**src/rtl/dsp_wresp_arbiter_if.sv**
```systemverilog
// B-channel bundle between the slave-side response sources, the write-response arbiter and the master.
// The slave modport is the arbiter's view; the master modport is the surrounding fabric's view.
interface dsp_wresp_arbiter_if #(
    parameter int SLV_AMT         = 2,
    parameter int TRANS_MST_ID_W  = 5,
    parameter int TRANS_WR_RESP_W = 2
);
    logic [TRANS_MST_ID_W*SLV_AMT-1:0]  sa_BID_i;
    logic [TRANS_WR_RESP_W*SLV_AMT-1:0] sa_BRESP_i;
    logic [SLV_AMT-1:0]                 sa_BVALID_i;
    logic [SLV_AMT-1:0]                 sa_BREADY_o;
    logic [TRANS_MST_ID_W-1:0]          m_BID_o;
    logic [TRANS_WR_RESP_W-1:0]         m_BRESP_o;
    logic                               m_BVALID_o;
    logic                               m_BREADY_i;
    logic                               AW_shift_en_i;
    logic                               AW_stall_o;

    modport slave (
        input  sa_BID_i, sa_BRESP_i, sa_BVALID_i, m_BREADY_i, AW_shift_en_i,
        output sa_BREADY_o, m_BID_o, m_BRESP_o, m_BVALID_o, AW_stall_o
    );

    modport master (
        output sa_BID_i, sa_BRESP_i, sa_BVALID_i, m_BREADY_i, AW_shift_en_i,
        input  sa_BREADY_o, m_BID_o, m_BRESP_o, m_BVALID_o, AW_stall_o
    );
endinterface

```
**src/rtl/dsp_wresp_arbiter.sv**
```systemverilog
// Per-master write-response arbiter: picks one slave-side B response per cycle into a one-entry
// output buffer and tracks outstanding writes. Define DSP_WRESP_RR_EN for round-robin, else fixed priority.
module dsp_wresp_arbiter #(
    parameter int SLV_AMT         = 2,
    parameter int OUTSTANDING_AMT = 8,
    parameter int TRANS_MST_ID_W  = 5,
    parameter int TRANS_WR_RESP_W = 2
) (
    input  logic                 ACLK_i,
    input  logic                 ARESETn_i,
    dsp_wresp_arbiter_if.slave   bus
);
    localparam int IDX_W = (SLV_AMT > 1) ? $clog2(SLV_AMT) : 1;
    localparam int OC_W  = $clog2(OUTSTANDING_AMT + 1);
    localparam logic [OC_W-1:0] OC_MAX = OC_W'(OUTSTANDING_AMT);

    logic [IDX_W-1:0]           grant;
    logic                       any_vld;
    logic                       load_en;
    logic                       src_hs;
    logic                       mst_hs;
    logic [TRANS_MST_ID_W-1:0]  sel_bid;
    logic [TRANS_WR_RESP_W-1:0] sel_bresp;

    logic                       bvalid_q, bvalid_d;
    logic [TRANS_MST_ID_W-1:0]  bid_q, bid_d;
    logic [TRANS_WR_RESP_W-1:0] bresp_q, bresp_d;
    logic [OC_W-1:0]            oc_q, oc_d;

    // Saturating up/down step; simultaneous inc and dec cancel out.
    function automatic logic [OC_W-1:0] oc_sat_step(input logic [OC_W-1:0] oc,
                                                    input logic inc, input logic dec);
        logic [OC_W-1:0] r;
        r = oc;
        if (inc && !dec && (oc != OC_MAX)) r = oc + 1'b1;
        if (dec && !inc && (oc != '0))     r = oc - 1'b1;
        return r;
    endfunction

    assign any_vld = |bus.sa_BVALID_i;
    assign load_en = ~bvalid_q | bus.m_BREADY_i;
    assign src_hs  = load_en & any_vld;
    assign mst_hs  = bvalid_q & bus.m_BREADY_i;

`ifdef DSP_WRESP_RR_EN
    logic [IDX_W-1:0] rr_ptr_q, rr_ptr_d;

    // First valid at or above the pointer wins; otherwise wrap to the lowest valid index.
    always_comb begin
        logic [IDX_W-1:0] grant_hi;
        logic [IDX_W-1:0] grant_lo;
        logic             found_hi;
        grant_hi = '0;
        grant_lo = '0;
        found_hi = 1'b0;
        for (int k = SLV_AMT - 1; k >= 0; k--) begin
            if (bus.sa_BVALID_i[k]) begin
                grant_lo = IDX_W'(k);
                if (IDX_W'(k) >= rr_ptr_q) begin
                    grant_hi = IDX_W'(k);
                    found_hi = 1'b1;
                end
            end
        end
        grant = found_hi ? grant_hi : grant_lo;
    end

    always_comb begin
        rr_ptr_d = rr_ptr_q;
        if (src_hs) rr_ptr_d = (grant == IDX_W'(SLV_AMT - 1)) ? '0 : grant + 1'b1;
    end

    always_ff @(posedge ACLK_i or negedge ARESETn_i) begin
        if (!ARESETn_i) rr_ptr_q <= '0;
        else            rr_ptr_q <= rr_ptr_d;
    end
`else
    always_comb begin
        grant = '0;
        for (int k = SLV_AMT - 1; k >= 0; k--) begin
            if (bus.sa_BVALID_i[k]) grant = IDX_W'(k);
        end
    end
`endif

    always_comb begin
        sel_bid   = '0;
        sel_bresp = '0;
        for (int k = 0; k < SLV_AMT; k++) begin
            bus.sa_BREADY_o[k] = src_hs & (grant == IDX_W'(k));
            if (grant == IDX_W'(k)) begin
                sel_bid   = bus.sa_BID_i[k*TRANS_MST_ID_W +: TRANS_MST_ID_W];
                sel_bresp = bus.sa_BRESP_i[k*TRANS_WR_RESP_W +: TRANS_WR_RESP_W];
            end
        end
    end

    // A new response may load in the same cycle the old one drains; payload holds after a plain drain.
    always_comb begin
        bvalid_d = bvalid_q;
        bid_d    = bid_q;
        bresp_d  = bresp_q;
        if (src_hs) begin
            bvalid_d = 1'b1;
            bid_d    = sel_bid;
            bresp_d  = sel_bresp;
        end else if (mst_hs) begin
            bvalid_d = 1'b0;
        end
        oc_d = oc_sat_step(oc_q, bus.AW_shift_en_i, mst_hs);
    end

    always_ff @(posedge ACLK_i or negedge ARESETn_i) begin
        if (!ARESETn_i) begin
            bvalid_q <= 1'b0;
            bid_q    <= '0;
            bresp_q  <= '0;
            oc_q     <= '0;
        end else begin
            bvalid_q <= bvalid_d;
            bid_q    <= bid_d;
            bresp_q  <= bresp_d;
            oc_q     <= oc_d;
        end
    end

    assign bus.m_BVALID_o = bvalid_q;
    assign bus.m_BID_o    = bid_q;
    assign bus.m_BRESP_o  = bresp_q;
    assign bus.AW_stall_o = (oc_q == OC_MAX);
endmodule

```
**src/flat_wrapper.sv**
```systemverilog
// flat-port wrapper written by rule: the top's interface ports become plain ports
module dsp_wresp_arbiter_flat 
#(
    parameter int SLV_AMT         = 2,
    parameter int OUTSTANDING_AMT = 8,
    parameter int TRANS_MST_ID_W  = 5,
    parameter int TRANS_WR_RESP_W = 2
)
  (ACLK_i, ARESETn_i, bus_sa_BID_i, bus_sa_BRESP_i, bus_sa_BVALID_i, bus_m_BREADY_i, bus_AW_shift_en_i, bus_sa_BREADY_o, bus_m_BID_o, bus_m_BRESP_o, bus_m_BVALID_o, bus_AW_stall_o);
  dsp_wresp_arbiter_if #(.SLV_AMT(SLV_AMT), .TRANS_MST_ID_W(TRANS_MST_ID_W), .TRANS_WR_RESP_W(TRANS_WR_RESP_W)) bus_i ();
  input  logic ACLK_i;
  input  logic ARESETn_i;
  input wire logic [$bits(bus_i.sa_BID_i)-1:0] bus_sa_BID_i;
  input wire logic [$bits(bus_i.sa_BRESP_i)-1:0] bus_sa_BRESP_i;
  input wire logic [$bits(bus_i.sa_BVALID_i)-1:0] bus_sa_BVALID_i;
  input wire logic [$bits(bus_i.m_BREADY_i)-1:0] bus_m_BREADY_i;
  input wire logic [$bits(bus_i.AW_shift_en_i)-1:0] bus_AW_shift_en_i;
  output wire logic [$bits(bus_i.sa_BREADY_o)-1:0] bus_sa_BREADY_o;
  output wire logic [$bits(bus_i.m_BID_o)-1:0] bus_m_BID_o;
  output wire logic [$bits(bus_i.m_BRESP_o)-1:0] bus_m_BRESP_o;
  output wire logic [$bits(bus_i.m_BVALID_o)-1:0] bus_m_BVALID_o;
  output wire logic [$bits(bus_i.AW_stall_o)-1:0] bus_AW_stall_o;
  assign bus_i.sa_BID_i = bus_sa_BID_i;
  assign bus_i.sa_BRESP_i = bus_sa_BRESP_i;
  assign bus_i.sa_BVALID_i = bus_sa_BVALID_i;
  assign bus_i.m_BREADY_i = bus_m_BREADY_i;
  assign bus_i.AW_shift_en_i = bus_AW_shift_en_i;
  assign bus_sa_BREADY_o = bus_i.sa_BREADY_o;
  assign bus_m_BID_o = bus_i.m_BID_o;
  assign bus_m_BRESP_o = bus_i.m_BRESP_o;
  assign bus_m_BVALID_o = bus_i.m_BVALID_o;
  assign bus_AW_stall_o = bus_i.AW_stall_o;
  dsp_wresp_arbiter #(.SLV_AMT(SLV_AMT), .OUTSTANDING_AMT(OUTSTANDING_AMT), .TRANS_MST_ID_W(TRANS_MST_ID_W), .TRANS_WR_RESP_W(TRANS_WR_RESP_W)) u_core (.ACLK_i(ACLK_i), .ARESETn_i(ARESETn_i), .bus(bus_i));
endmodule
```
**config.mk**
```make
export PLATFORM = sky130hd
export DESIGN_NAME = dsp_wresp_arbiter_flat
export DESIGN_NICKNAME = d
export VERILOG_FILES = /design/src/rtl/dsp_wresp_arbiter_if.sv /design/src/rtl/dsp_wresp_arbiter.sv /design/src/flat_wrapper.sv
export SDC_FILE = /design/constraint.sdc
export NUM_CORES = 1
export LEC_CHECK = 0
export CORE_MARGIN = 2
export CORE_UTILIZATION = 35
export CTS_BUF_LIST = sky130_fd_sc_hd__clkbuf_16
export CTS_CLUSTER_SIZE = 16
export DETAILED_ROUTE_END_ITERATION = 8
export GPL_TIMING_DRIVEN = 1
export PLACE_DENSITY_LB_ADDON = 0.05
export SLEW_MARGIN = 20
export SYNTH_ARGS = -nofsm -noshare
export SYNTH_HDL_FRONTEND = slang
export SYNTH_SLANG_ARGS = --single-unit
```
**constraint.sdc**
```tcl
create_clock -name ACLK_i -period 5.2 [get_ports ACLK_i]
set_input_delay 0.52 -clock ACLK_i [delete_from_list [all_inputs] [get_ports ACLK_i]]
set_output_delay 0.52 -clock ACLK_i [all_outputs]
set_load 0.01 [all_outputs]
```
After elaboration in Yosys (flattened, before gate mapping)
Index checks and enable logic that the tools add are counted.

Add/subtract/negate cells: 2. Equality and inequality tests: 2. Mux-type cells: 8. Bitwise logic cells: 7. Reduce and logical (&&, ||, !) cells: 10.

Operators by type and width (number): 4-bit two-way mux (2); 5-bit two-way mux (1); 4-bit by 1-bit adder with 4-bit output, second input constant (1); 1-bit bitwise AND (4); 4-bit == test, second input constant (1); 1-bit logical AND (4); 1-bit two-way mux (4); 4-bit inequality test, second input constant (1); 2-bit nonzero test (2); 4-bit nonzero test (1); 4-bit by 1-bit subtractor with 4-bit output, second input constant (1); 1-bit logical NOT (2); 2-bit two-way mux (1); 1-bit inverter (2); 2-bit OR reduction (1); 1-bit bitwise OR (1).

Bits in registers: 12. Input port bits: 20. Output and inout port bits: 11. Logic and storage cells: 33.

Logic depth before layout (Yosys ltp)
Gate-level depths: netlist of the first run.

Word-level depth: 6. Mapped depth: 8. Depth with buffers taken out: 7.

Worst setup path after synthesis of the first run
No wires, ideal clock.

Path type: flip-flop to flip-flop. Start: register u_core.oc_q[1]. End: register u_core.oc_q[1]. Setup time: 0.127 ns. Arrival: 1.692 ns. Required time: 5.073 ns. Slack: 3.381 ns. Stages on the path, launching flop included: 8. Period minus slack after synthesis: 1.819 ns. Cells stage by stage: dfrtp_1 buf_6 or4_4 nand3_1 o21ai_1 ha_1 a311oi_2 a31oi_1.

Cells in the longest elaborated chain, start to end: 3. Elaborated cells between the ends (all ways): 9. Classes of those cells: 2 x add/sub; 1 x eq/ne; 2 x mux; 4 x reduce/logical.

RTL lines: start, declared (RTL line dsp_wresp_arbiter.sv:28) `logic [OC_W-1:0] oc_q, oc_d;`; start signal, assigned (RTL line dsp_wresp_arbiter.sv:118) `oc_q <= '0;`; start signal, assigned (RTL line dsp_wresp_arbiter.sv:123) `oc_q <= oc_d;`; 4-bit by 1-bit adder with 4-bit output or 4-bit nonzero test (tied branches) (RTL line dsp_wresp_arbiter.sv:35, dsp_wresp_arbiter.sv:36); 4-bit two-way mux or 1-bit logical AND (tied branches) (RTL line dsp_wresp_arbiter.sv:35, dsp_wresp_arbiter.sv:36); 4-bit two-way mux (*) (RTL line dsp_wresp_arbiter.sv:36) `if (dec && !inc && (oc != '0)) r = oc - 1'b1;`; via u_core.oc_d[1] (RTL line dsp_wresp_arbiter.sv:28).

Mark *: on every way through the listed nets, which the timed path passes. The rest lies on a longest branch. The select of a mux whose other input is x is not followed. A chain may end at the register's enable or synchronous reset.

Worst setup path after layout of the first run
Start: input port bus_m_BREADY_i. End: output port bus_sa_BREADY_o[1].

Cells in the longest elaborated chain, start to end: 3.

RTL lines: start, declared (RTL line flat_wrapper.sv:16) `input wire logic [$bits(bus_i.m_BREADY_i)-1:0] bus_m_BREADY_i;`; 1-bit bitwise OR (RTL line dsp_wresp_arbiter.sv:41) `assign load_en = ~bvalid_q | bus.m_BREADY_i;`; 1-bit bitwise AND (RTL line dsp_wresp_arbiter.sv:42) `assign src_hs = load_en & any_vld;`; 1-bit bitwise AND (RTL line dsp_wresp_arbiter.sv:90) `bus.sa_BREADY_o[k] = src_hs & (grant == IDX_W'(k));`; end, declared (RTL line flat_wrapper.sv:18) `output wire logic [$bits(bus_i.sa_BREADY_o)-1:0] bus_sa_BREADY_o;`.

Every way passes these cells.

==> results of run 1 <==
==> flip-flops by register name, summed over array words and instances (netlist names) <==
register and flops:
u_core.bus.m_BID_o 5, u_core.oc_q 4, u_core.bus.m_BRESP_o 2, u_core.bus.m_BVALID_o 1
==> tightest hold or removal path, cell delays in order, from the launching register on <==
cell and delay, ns:
dfrtp_1 0.38, nor2_1 0.10, a211oi_1 0.05
==> stage by stage <==
stage | util | cell area (um2)
2_1_floorplan | - | 882
3_3_place_gp | 0.475 | 1160
3_5_place_dp | 0.475 | 1160
4_1_cts | 0.508 | 1230
5_1_grt | 0.508 | 1230
6_report | 0.508 | 1230
==> report_power, final <==
part | switching (mW) | internal, mW
registers | 0.0314 | 0.114
logic | 0.0597 | 0.0731
clock network | 0.0390 | 0.101
==> kinds of logic after synthesis <==
logic type	count (synthesis)
and+or+nand+nor	39
AOI/OAI and AO/OA	30
buffers and inverters	21
DFF	12
adders and majority gates	1
==> layout make-up <==
type	instances	area (um2)
fillers	244	1200
flip-flops and latches	12	300
well taps	30	37.5
clock inverters	1	3.75
multi-input cells	70	473
inverters	12	45.0
repair buffers	30	300
clock buffers	3	75.1
==> Yosys cell counts (all sizes together) <==
cell type  instances  area (um2)
or3                1        6.26
and2               1        6.26
nand2b             1        6.26
a31oi              2        12.5
a31o               7        61.3
a311oi             1        15.0
nor2b              1        6.26
a21boi             2        15.0
nand4              2        12.5
nor2              12        45.0
buf                5        48.8
dfrtp             12         300
o31ai              5        37.5
nor3               4        20.0
nand3b             2        15.0
or4                1        11.3
ha                 1        12.5
or4b               1        13.8
clkbuf             4        15.0
nand2              4        15.0
a21oi              5        25.0
and3b              1        8.76
a211oi             4        30.0
o21ai              1        5.00
o211ai             1        7.51
and3               1        6.26
a21bo              1        10.0
or3b               4        35.0
a221oi             1        15.0
nand4b             1        8.76
inv               12        45.0
nand3              2        10.0
==> worst max path at each step <==
stage                         startpoint                 end  slack (ns)  cells past startpoint
after floorplan           u_core.oc_q[1]      u_core.oc_q[1]        3.38                      7
after CTS                 bus_m_BREADY_i  bus_sa_BREADY_o[1]        2.32                      4
after global placement    bus_m_BREADY_i  bus_sa_BREADY_o[1]        2.35                      4
final                     bus_m_BREADY_i  bus_sa_BREADY_o[1]        2.34                      4
after global routing      bus_m_BREADY_i  bus_sa_BREADY_o[1]        2.26                      4
after detailed placement  bus_m_BREADY_i  bus_sa_BREADY_o[1]        2.34                      4
==> metal layers <==
| layer | global-route usage | vias to the layer above | wire, um |
|---|---|---|---|
| met5 | 0 | - | 0 |
| met4 | 0.0375 | 0 | 10 |
| met3 | 0.0389 | 2 | 141 |
| met2 | 0.221 | 22 | 899 |
| met1 | 0.191 | 369 | 998 |
| li1 | - | 426 | - |
==> flow_summary.yaml, run 1 <==
outcome:
  status: "finished, final reports clean"
timing:
  rsz0062_at_grt: "no"
  setup-tns-final_ns: 0
  setup_viol: 0
  fmax_ghz: 0.350
  skew_ns: 0.000362
  layout_setup_ws_ns: 2.34
  min_period_ns: 2.86
  hold_violations: 0
  fin_crit_sh: 0.549
  worstMarginPinSlew_ns: 0.656
  fin_worst_hold_slack_ns: 0.568
  timing.slew.headroom: 0.562
  slew_violations: 0
layout:
  finalNonFillerCells: 158
  final_common_cell: "clkdlybuf4s50_1"
  syn_to_final_growth_pct: 40.0
  final_cell_mix: "clkdlybuf4s50_1 (30), inv_1 (12), nor2_1 (12), dfrtp_1 (12), a31o_1 (7)"
  drive_gt1_frac: 0.0625
  antenna_cells: 0
  nets: 150
pwr:
  p_per_area_nw_per_um2: 339
  p_total_mw: 0.418
  peakVddDrop_uv: 191
  p_leak_nw: 0.515
detailed_routing:
  drtIter0Drc: 13
  route.detailed.drc: 0
  wl_per_cell_um: 13.0
  num_vias: 819
  drt_pass1_iterations: 4
  antenna_left: 0
  wl_um: 2050
  vias_per_cell: 5.18
critical_path:
  rr_worst_depth: 6
  path_cells: "clkdlybuf4s50_1 -> nand2b_1 -> and3_1 -> clkdlybuf4s50_1"
  path_buf_inv: 2
  cpMaxStageDelayCell: "clkdlybuf4s50_1"
  cp-start-kind: "primary input"
  crit_path_frequent_cell: "clkdlybuf4s50_1"
  max_stage_delay_ns: 0.66
  cp.arrival_ns: 2.34
  reg2reg_slack_ns: 3.26
  critPathTopFamily: "buffers and inverters"
  worstPathRequired_ns: 4.68
  setup.worst_path.end_class: "primary output"
  crit-reg2reg-launch: "u_core.oc_q[1]"
  critPathMaxFanout: 12
  timing.rr.end: "u_core.oc_q[1]"
  crit_type: "in2out"
cts:
  cts.sinks: 12
  cts_tree: "yes"
  htreeDepth: 1
  hold_buffers: 0
  post_cts_buffers: 0
  cts_resized: 0
  clk_latency_ns: 0.23
  clockRootBuffer: "clkbuf_16"
  cts_buffers: 3
  clock_path_buffers: 2
  clkTransAtPathRegs_ns: 0.04
die:
  num_rows: 18
  die_w_um: 54.2
  dieArea_um2: 2940
  die_y_um: 54.2
  core_um2: 2430
  initial_utilization: 0.363
  top_level_ports: 31
logic_synthesis:
  synth_fp_nets: 124
  synth_top_family_by_area: "compound AO/OA/AOI/OAI gates"
  syn_inst: 103
  synth_seq_cells: 12
  synthAdderAreaFrac: 0.0142
  synth-xor-area-share: 0
  synthSimpleGateAreaFrac: 0.257
  yosysSeqAreaShare: 0.340
  synth_area_um2: 882
  synthMuxAreaShare: 0
  synthDistinctLibCells: 36
  synth_compound_area_frac: 0.265
  avgSynthCellArea_um2: 8.56
  ys_warn_count: 0
grt:
  grt_pass1_vias: 646
  grt_max_degree: 17
  track_usage: 0.141
  grt_pass1_wl_um: 2960
  grt.overflow.total: 0
  antenna_found_initial: 0
hold_path:
  holdPathStages: 2
  worstHoldStart: "u_core.bus.m_BID_o[3]"
  min_to: "u_core.bus.m_BID_o[3]"
  hold_class: "reg2reg"
place:
  gp_congestion: 0.736
  dp_hpwl_um: 1560
  place_inst: 154
  io_buffers: 30
  place_ws_ns: 2.34
job:
  drv_cap: 0
No activity file was read; power rests on OpenSTA's default activity.
==> run 2, diff against run 1 <==
clock period = 2.6 ns   (was 5.2 ns; I/O delays follow)
==> run 2 against run 1 <==
Against the previous run: worst setup slack worse by 1.9 ns; critical path depth decreased by 1; via count increased by 3.1%; global-route usage is 2.2 points higher; routed wire length increased by 3.1%; total power is 100% higher; clock power grew 100%; critical endpoint is now bus_AW_stall_o.
==> flow_summary.yaml, run 2 (synthesis results as in run 1) <==
layout:
  antenna_cells: 0
  largest_register_ffs: 5
  drive_gt1_frac: 0.0840
  nets: 153
  final_cell_mix: "clkdlybuf4s50_1 (30), inv_1 (12), nor2_1 (12), dfrtp_1 (12), a31o_1 (7)"
  n_fill_cell: 246
  fin_area_um2: 1260
  syn_to_final_growth_pct: 42.6
  final_common_cell: "clkdlybuf4s50_1"
critical_path:
  endpoint: "bus_AW_stall_o"
  rr_worst_depth: 6
  crit_type: "reg2out"
  cp-start-kind: "register"
  critPathMaxFanout: 9
  max_stage_delay_ns: 0.58
  crit-reg2reg-launch: "u_core.oc_q[1]"
  crit_path_start: "u_core.oc_q[1]"
  cp.arrival_ns: 1.89
  path_cells: "or4b_4 -> inv_1 -> clkdlybuf4s50_1"
  cpMaxStageDelayCell: "or4b_4"
  worstPathRequired_ns: 2.34
  timing.rr.end: "u_core.oc_q[1]"
  reg2reg_slack_ns: 0.68
  setup.worst_path.end_class: "primary output"
job:
  drv_cap: 0
grt:
  track_usage: 0.164
  grt_pass1_vias: 758
  grt.overflow.total: 0
  grt_max_degree: 17
  grt_pass1_wl_um: 3410
  antenna_found_initial: 0
cts:
  post_cts_buffers: 0
  clock_path_buffers: 2
  cts_tree: "yes"
  hold_buffers: 0
  cts_buffers: 3
  clk_latency_ns: 0.24
  cts_resized: 0
  clockRootBuffer: "clkbuf_16"
  clkTransAtPathRegs_ns: 0.05
  cts.sinks: 12
  htreeDepth: 1
timing:
  rsz0062_at_grt: "no"
  fin_worst_hold_slack_ns: 0.387
  fmax_ghz: 0.466
  fin_crit_sh: 0.826
  skew_ns: 0.00213
  slew_violations: 0
  setup-tns-final_ns: 0
  setup_viol: 0
  layout_setup_ws_ns: 0.452
  timing.slew.headroom: 0.624
  hold_violations: 0
  min_period_ns: 2.15
  worstMarginPinSlew_ns: 0.562
detailed_routing:
  vias_per_cell: 5.24
  num_vias: 844
  wl_per_cell_um: 13.1
  antenna_left: 0
  wl_met3_um: 101
  wl_met1_um: 986
  wl_met2_um: 1010
  drt_pass1_iterations: 6
  top_layer: "met4"
  wl_um: 2110
  route.detailed.drc: 0
  drtIter0Drc: 11
die:
  die_y_um: 54.2
  num_rows: 18
  initial_utilization: 0.363
  dieArea_um2: 2940
  core_um2: 2430
  die_w_um: 54.2
  top_level_ports: 31
hold_path:
  hold_class: "in2async"
place:
  dp_hpwl_um: 1590
  io_buffers: 30
  place_ws_ns: 0.538
  dpl_cell_area_um2: 1180
  gp_congestion: 0.812
pwr:
  p_per_area_nw_per_um2: 668
  p_total_mw: 0.840
  peakVddDrop_uv: 365
  p_leak_nw: 0.529
outcome:
  status: "finished, final reports clean"
==> run 2: cell count changes in the layout (fill, tap and decap cells not counted) <==
| cell | before | now |
|---|---|---|
| buf_4 | 0 | 3 |
==> run 2: power breakdown <==
part	switching, mW	internal [mW]
Clock	0.0818	0.203
Combinational	0.117	0.150
Sequential	0.0618	0.227
Total	0.261	0.580
==> run 2: how the worst min path moves through the flow <==
stage / start / end / slack [ns] / depth (start not counted)
finish: ARESETn_i / u_core.bus.m_BID_o[3] / 0.39 / 1
CTS: ARESETn_i / u_core.oc_q[2] / 0.43 / 1
global placement: u_core.bus.m_BID_o[4] / u_core.bus.m_BID_o[4] / 0.56 / 2
floorplan: ARESETn_i / u_core.bus.m_BID_o[0] / -0.04 / 0
detailed placement: u_core.bus.m_BRESP_o[1] / u_core.bus.m_BRESP_o[1] / 0.57 / 2
global route: ARESETn_i / u_core.oc_q[2] / 0.45 / 1
==> run 2: layout make-up <==
cell class / instances / area [um2] / share of cell area
Multi-Input combinational cell: 70 / 473 / 0.376
Clock inverter: 1 / 3.75 / 0.00299
Inverter: 12 / 45.0 / 0.0358
Tap cell: 30 / 37.5 / 0.0299
Sequential cell: 12 / 300 / 0.239
Clock buffer: 3 / 75.1 / 0.0597
Timing Repair Buffer: 33 / 323 / 0.257
==> run 2: critical path, delay by kind of cell, from the launching register on <==
kind          cells  cell delay [ns]
simple gates      1             0.58
buf+inv           2             0.59
flops             1             0.47
==> run 2: per-layer routing <==
layer	track usage	vias to the layer above
met5	0	-
met4	0.0500	0
met3	0.0417	2
met2	0.261	20
met1	0.216	391
li1	-	431
==> run 2: through the flow <==
step / utilization / cells
global route: 0.517 / 161
global placement: 0.485 / 157
floorplan: - / 103
detailed placement: 0.485 / 157
CTS: 0.517 / 161
finish: 0.517 / 161
==> run 3, diff against run 2 <==
clock period = 1.87 ns   (was 2.6 ns; I/O delays follow)
==> run 3 against run 2 <==
Against the previous run: via count up 11%; critical path depth rose by 4; highest routed layer unchanged; final cell count increased by 8.1%; flip-flop and latch count unchanged; hold slack lost 0.075 ns; critical path type is now reg2reg; design area up 11%; clock power increased by 36%; combinational power increased by 120%; die area is the same; count of clock-buffer cells in the layout did not move; largest power group is now combinational cells.
==> flow_summary.yaml, run 3 (synthesis results as in run 1) <==
layout:
  antenna_cells: 0
  finalNonFillerCells: 174
  final_common_cell: "clkdlybuf4s50_1"
  syn_to_final_growth_pct: 57.6
  largest_register_ffs: 5
  final_cell_mix: "clkdlybuf4s50_1 (29), buf_4 (15), inv_1 (12), dfrtp_1 (12), nor2_1 (11)"
  fin_util: 0.572
  drive_gt1_frac: 0.201
  nets: 167
critical_path:
  setup.worst_path.end_class: "register"
  worstPathRequired_ns: 1.98
  cp-start-kind: "register"
  path_buf_inv: 1
  cpMaxStageDelayCell: "or4_4"
  cp.arrival_ns: 1.94
  critPathTopFamily: "simple AND/OR/NAND/NOR gates"
  path_cells: "buf_6 -> or4_4 -> nand3_2 -> o21ai_2 -> ha_4 -> a311oi_2 -> a31oi_1"
  max_stage_delay_ns: 0.54
  crit_type: "reg2reg"
  critPathMaxFanout: 4
die:
  num_rows: 18
  dieArea_um2: 2940
  initial_utilization: 0.363
  die_y_um: 54.2
  die_w_um: 54.2
  core_um2: 2430
  top_level_ports: 31
timing:
  setup-tns-final_ns: 0
  layout_setup_ws_ns: 0.0407
  worstMarginPinSlew_ns: 0.557
  fmax_ghz: 0.547
  setup_viol: 0
  skew_ns: 0.00183
  hold_violations: 0
  min_period_ns: 1.83
  fin_crit_sh: 0.978
  rsz0062_at_grt: "yes"
  slew_violations: 0
  timing.slew.headroom: 0.627
grt:
  antenna_found_initial: 0
  grt.overflow.total: 0
  track_usage: 0.193
  grt_pass1_wl_um: 4000
  grt_pass1_vias: 861
  grt_max_degree: 16
detailed_routing:
  vias_per_cell: 5.36
  antenna_left: 0
  wl_per_cell_um: 14.2
  drtIter0Drc: 19
  drt_pass1_iterations: 4
  route.detailed.drc: 0
  num_vias: 933
  wl_um: 2480
cts:
  cts_tree: "yes"
  cts.sinks: 12
  clk_latency_ns: 0.24
  cts_buffers: 3
  clockRootBuffer: "clkbuf_16"
  htreeDepth: 1
  clock_path_buffers: 2
  clkTransAtPathRegs_ns: 0.04
place:
  place_ws_ns: 0.0429
  gp_congestion: 0.707
  dp_hpwl_um: 1720
  io_buffers: 30
  place_inst: 167
job:
  drv_cap: 0
pwr:
  peakVddDrop_uv: 604
  p_per_area_nw_per_um2: 973
  p_leak_nw: 0.600
hold_path:
  hold_class: "in2async"
outcome:
  status: "finished, final reports clean"
[run 3: area by class of cell]
cell class,count,area [um2]
inverters,12,45.0
multi-input cells,70,497
flip-flops and latches,12,300
clock buffers,3,75.1
fillers,239,1040
repair buffers,47,435
well taps,30,37.5
[run 3: per-layer routing]
layer  wire length, um  vias to the layer above  global-route usage  share of wire
li1                  -                      456                   -              -
met1              1180                      443               0.257           0.48
met2              1120                       30               0.303           0.45
met3               138                        4              0.0417          0.056
met4                34                        0              0.0750          0.014
met5                 0                        -                   0              0
[run 3: what timing repair did]
action,CTS,global route
gates resized for setup,1,8
hold buffers,0,0
endpoints found under the hold margin,0,0
pin swaps,0,3
buffers inserted,3,1
setup endpoints to repair,1,2
[run 3: metrics by stage]
stage	power (mW)	hold WS [ns]	cell area, um2
floorplan	0.683	-0.109	882
global route	1.44	0.374	1390
global placement	0.830	0.531	1250
CTS	1.28	0.347	1350
detailed placement	0.843	0.542	1250
finish	1.35	0.312	1390
[run 3: path summary, 6_finish.rpt]
check / startpoint / to / slack [ns] / cells after the start
worst min-delay path: ARESETn_i / u_core.oc_q[3] / 0.31 / 1
worst max-delay path: u_core.oc_q[0] / u_core.oc_q[1] / 0.04 / 7
worst max register to register: u_core.oc_q[0] / u_core.oc_q[1] / 0.04 / 7
min in group ACLK_i: bus_sa_BVALID_i[0] / u_core.bus.m_BVALID_o / 0.56 / 2
max in group asynchronous: ARESETn_i / u_core.oc_q[1] / 1.19 / 1
worst min register to register: u_core.oc_q[0] / u_core.oc_q[0] / 0.57 / 2
[run 3: where the power goes]
group / leakage (nW) / internal (mW) / switching, mW
Combinational: 0.427 / 0.336 / 0.263
Sequential: 0.137 / 0.317 / 0.0490
Clock: 0.0370 / 0.279 / 0.109
Total: 0.600 / 0.931 / 0.421
